**src/rtl/regfile_arbiter.sv**
```systemverilog
// Round-robin two-master sequencer for a single-port 8x16 register file.
// One command in flight: IDLE arbitrates, ISSUE drives the file, CAPTURE returns read data.

module regfile_arbiter_port #(
  parameter int DATA_W = 16
) (
  input  logic              CLK,
  input  logic              RST,
  input  logic              cap,
  input  logic [DATA_W-1:0] rf_rd_data,
  output logic              rvalid,
  output logic [DATA_W-1:0] rdata
);
  always_ff @(posedge CLK or negedge RST) begin
    if (!RST) begin
      rvalid <= 1'b0;
      rdata  <= '0;
    end else begin
      rvalid <= cap;
      if (cap) rdata <= rf_rd_data;
    end
  end
endmodule

module regfile_arbiter #(
  parameter int DATA_W = 16,
  parameter int ADDR_W = 3
) (
  input  logic              CLK,
  input  logic              RST,
  input  logic              req_a,
  input  logic              req_b,
  input  logic              we_a,
  input  logic              we_b,
  input  logic [ADDR_W-1:0] addr_a,
  input  logic [ADDR_W-1:0] addr_b,
  input  logic [DATA_W-1:0] wdata_a,
  input  logic [DATA_W-1:0] wdata_b,
  output logic              gnt_a,
  output logic              gnt_b,
  output logic              rvalid_a,
  output logic              rvalid_b,
  output logic [DATA_W-1:0] rdata_a,
  output logic [DATA_W-1:0] rdata_b,
  output logic              busy,
  output logic [DATA_W-1:0] rf_wr_data,
  output logic [ADDR_W-1:0] rf_addr,
  output logic              rf_wr_en,
  output logic              rf_rd_en,
  input  logic [DATA_W-1:0] rf_rd_data
);
  typedef enum logic [1:0] {IDLE, ISSUE, CAPTURE} state_t;

  state_t state, state_d;
  logic   ptr, ptr_d;   // 0 = A has priority on contention
  logic   win, win_d;   // 0 = A, 1 = B
  logic   issue;
  logic   sel_we;
  logic [ADDR_W-1:0] sel_addr;
  logic [DATA_W-1:0] sel_wdata;

  always_ff @(posedge CLK or negedge RST) begin
    if (!RST) begin
      state <= IDLE;
      ptr   <= 1'b0;
      win   <= 1'b0;
    end else begin
      state <= state_d;
      ptr   <= ptr_d;
      win   <= win_d;
    end
  end

  always_comb begin
    state_d = state;
    ptr_d   = ptr;
    win_d   = win;
    issue   = 1'b0;
    case (state)
      IDLE: if (req_a || req_b) begin
        win_d   = (req_a && req_b) ? ptr : req_b;
        ptr_d   = ~win_d;
        issue   = 1'b1;
        state_d = ISSUE;
      end
      // rf_wr_en still carries the issued command's direction here
      ISSUE:   state_d = rf_wr_en ? IDLE : CAPTURE;
      CAPTURE: state_d = IDLE;
      default: state_d = IDLE;
    endcase
  end

  assign sel_we    = win_d ? we_b    : we_a;
  assign sel_addr  = win_d ? addr_b  : addr_a;
  assign sel_wdata = win_d ? wdata_b : wdata_a;

  always_ff @(posedge CLK or negedge RST) begin
    if (!RST) begin
      gnt_a      <= 1'b0;
      gnt_b      <= 1'b0;
      rf_wr_en   <= 1'b0;
      rf_rd_en   <= 1'b0;
      busy       <= 1'b0;
      rf_addr    <= '0;
      rf_wr_data <= '0;
    end else begin
      gnt_a    <= issue & ~win_d;
      gnt_b    <= issue &  win_d;
      rf_wr_en <= issue &  sel_we;
      rf_rd_en <= issue & ~sel_we;
      busy     <= (state_d != IDLE);
      if (issue) begin
        rf_addr    <= sel_addr;
        rf_wr_data <= sel_wdata;
      end
    end
  end

  logic [1:0]             rvalid_v;
  logic [1:0][DATA_W-1:0] rdata_v;

  for (genvar g = 0; g < 2; g++) begin : g_port
    regfile_arbiter_port #(.DATA_W(DATA_W)) u_port (
      .CLK        (CLK),
      .RST        (RST),
      .cap        ((state == CAPTURE) && (win == g[0])),
      .rf_rd_data (rf_rd_data),
      .rvalid     (rvalid_v[g]),
      .rdata      (rdata_v[g])
    );
  end

  assign rvalid_a = rvalid_v[0];
  assign rvalid_b = rvalid_v[1];
  assign rdata_a  = rdata_v[0];
  assign rdata_b  = rdata_v[1];
endmodule

```
**config.mk**
```make
export PLATFORM = sky130hd
export DESIGN_NAME = regfile_arbiter
export DESIGN_NICKNAME = d
export VERILOG_FILES = /design/src/rtl/regfile_arbiter.sv
export SDC_FILE = /design/constraint.sdc
export NUM_CORES = 1
export LEC_CHECK = 0
export CAP_MARGIN = 15
export CORE_ASPECT_RATIO = 0.8
export CORE_UTILIZATION = 39
export DETAILED_ROUTE_END_ITERATION = 8
export PLACE_DENSITY_LB_ADDON = 0.1
export SYNTH_ARGS = -nofsm -noshare
export SYNTH_HDL_FRONTEND = slang
export SYNTH_SLANG_ARGS = --single-unit
```
**constraint.sdc**
```tcl
create_clock -name CLK -period 3 [get_ports CLK]
set_input_delay 0.45 -clock CLK [delete_from_list [all_inputs] [get_ports CLK]]
set_output_delay 0.45 -clock CLK [all_outputs]
set_load 0.005 [all_outputs]
```
==> impl_metrics.ini <==
[run_status]
status = complete, no violations

[clock_tree]
worstSkewPairLatency_ps = 330
cts_max_path_buffers = 2
hold_buffers = 0
cts_root_buffer = clkbuf_8
postCtsResizedCells = 0
path_clk_slew_ps = 70
cts_tree = yes
cts_setup_buffers = 0
numCtsBuffers = 9
clock-sinks = 62
cts.htree.levels = 3

[layout]
final-instance-count-excl-fill = 373
area_growth_pct = 58.79
final_nets = 347
final_area_um2 = 3910
antenna_cells = 0
layout-drive-gt1-share = 0.1575

[logic_synthesis]
ys_warn_count = 0
syn_nets = 225
seq_area_frac_synth = 0.6301
synth.cell_area_um2 = 2462
yosysUniqueCellTypes = 24
synth_cells = 165
ys_ff_latch = 62
postSynthAreaPerCell_um2 = 14.92

[sta]
min_period_over_period = 0.6386
skew_ps = 7.712
drv_slew = 0
setup_viol = 0
final.setup.tns_ps = 0
tightest_slew_ps = 903.0
timing.slew.headroom = 0.3973
hold_violations = 0
rsz0062_at_grt = false
hold_ws_ps = 48.31
final.setup.worst_slack_ps = 1084
layout_min_cycle_time_ps = 1916
fmax_ghz = 0.5220

[worst_setup_path]
reg2reg_depth = 2
reg2reg_setup_slack_ps = 1180
crit_buf_inv = 1
required_ps = 3250
critPathMaxStageDelay_ps = 660
cp_top_family = simple AND/OR/NAND/NOR gates
worst-setup-path-type = primary input to flop
cpMaxStageDelayCell = or3b_1
cp.arrival_ps = 2170
crit_cells = 4
start_kind = primary input
crit_chain = clkdlybuf4s50_1, or3b_1, a2bb2oi_1, mux2i_1
worstPathMaxFanout = 22
endpoint_kind = flop

[min_path]
holdCritPathClass = primary input to asynchronous set/reset pin

[global_routing]
grt_pass1_wl_mm = 9.287
grt_util_all_layers = 0.1867
grt_max_degree = 28
grt_pass1_vias = 1893
grt-ovfl-total = 0
antenna_found_initial = 0

[detailed_routing]
wl_mm = 5.724
drc = 0
route.vias.total = 1838
drt_iter0_drc = 82
dr.pass1.iters = 4
routed_via_density = 4.928
postRouteAntennaNets = 0
wl_per_cell_um = 15.35

[floorplan]
die_h_um = 73.07
core_region_area_um2 = 6006
dieArea_um2 = 6637
rows = 25
initial_utilization = 0.4100
io_pins = 118
die_x_um = 90.84

[placement]
post-place-cells = 357
dp_hpwl_mm = 4.094
portBuffers = 117
dpl_worst_slack_ps = 740.9
dpl_cell_area_um2 = 3709
gp_congestion = 0.7246

[run]
cap_violations = 0

[power_and_ir_drop]
leakagePower_nw = 1.627
ir_drop_uv = 344.3
power.density_nw_per_um2 = 979.7
## layer usage
metal  global-route usage  up-vias  wire, um
met5                    0        -         0
met4              0.05820        0        64
met3              0.07708        7       469
met2               0.3106       81      2738
met1               0.2246      889      2451
li1                     -      861         -
## power breakdown
part / switching (mW) / internal [mW]
clock network: 0.305 / 0.428
registers: 0.231 / 1.24
logic: 0.535 / 1.09
## per-stage QoR
stage	utilization	power, mW
3_5_place_dp	0.6175	3.132
4_1_cts	0.6510	3.882
5_1_grt	0.6510	4.084
2_1_floorplan	-	2.136
3_3_place_gp	0.6175	3.096
6_report	0.6510	3.831
## area by class of cell
cell class | count | area (um2)
clock buffers | 13 | 158.9
clock inverters | 3 | 42.54
fillers | 461 | 2096
inverters | 3 | 11.26
multi-input cells | 90 | 848.3
flip-flops and latches | 62 | 1551
well taps | 81 | 101.3
repair buffers | 121 | 1196
## cell usage after synthesis
library cell,number,area (um2)
dfrtp_1,62,1551
mux2_2,23,259.0
nor3b_1,20,150.1
a221o_1,19,190.2
mux2_1,9,101.4
buf_2,5,25.02
clkbuf_1,4,15.01
inv_1,3,11.26
mux2i_1,2,20.02
nand3_1,2,10.01
nand3b_1,2,15.01
or3b_1,2,17.52
a21oi_1,1,5.000
a22o_1,1,8.760
a2bb2oi_1,1,8.760
buf_6,1,11.26
nand2_1,1,3.750
nand2b_1,1,6.260
nand3b_2,1,11.26
nor2_1,1,3.750
nor2_2,1,6.260
nor2b_1,1,6.260
nor3b_4,1,18.77
or2_2,1,6.260
## cells in the final DEF (no fill, tap or decap), types with 2 or more instances in the layout
master / instances
a221o_1: 19
buf_4: 4
clkbuf_1: 2
clkbuf_8: 11
clkdlybuf4s50_1: 116
dfrtp_1: 62
inv_1: 3
mux2_1: 9
mux2_2: 23
mux2i_1: 2
nand3_1: 2
nand3b_1: 2
nor3b_1: 20
or3b_1: 2
## cell families (layout without fill, tap and decap cells)
logic type / Yosys count / after routing / share of synthesized area
AND/OR/NAND/NOR: 34 / 34 / 0.1037
AO/OA/AOI/OAI: 22 / 22 / 0.08638
flip-flops: 62 / 62 / 0.6301
multiplexers: 34 / 34 / 0.1545
buffers and inverters: 13 / 140 / 0.02540
## registers in the layout, indices dropped and copies added, names as in the netlist
register              cells
gnt_b                     1
rf_wr_data               16
ptr                       1
rf_wr_en                  1
win                       1
rf_rd_en                  1
rf_addr                   3
gnt_a                     1
state                     2
busy                      1
g_port.u_port.rdata      32
g_port.u_port.rvalid      2
## path summary, 6_finish.rpt
| path | from | endpoint |
|---|---|---|
| worst max-delay path | req_b | rf_wr_en |
| worst min-delay path | RST | gnt_b |
| max in group asynchronous | RST | g_port[1].u_port.rdata[6] |
| min in group CLK | rf_wr_en | state[1] |
| worst max register to register | state[1] | g_port[0].u_port.rdata[7] |
| worst min register to register | rf_wr_en | state[1] |
No activity file was read; power rests on OpenSTA's default activity.
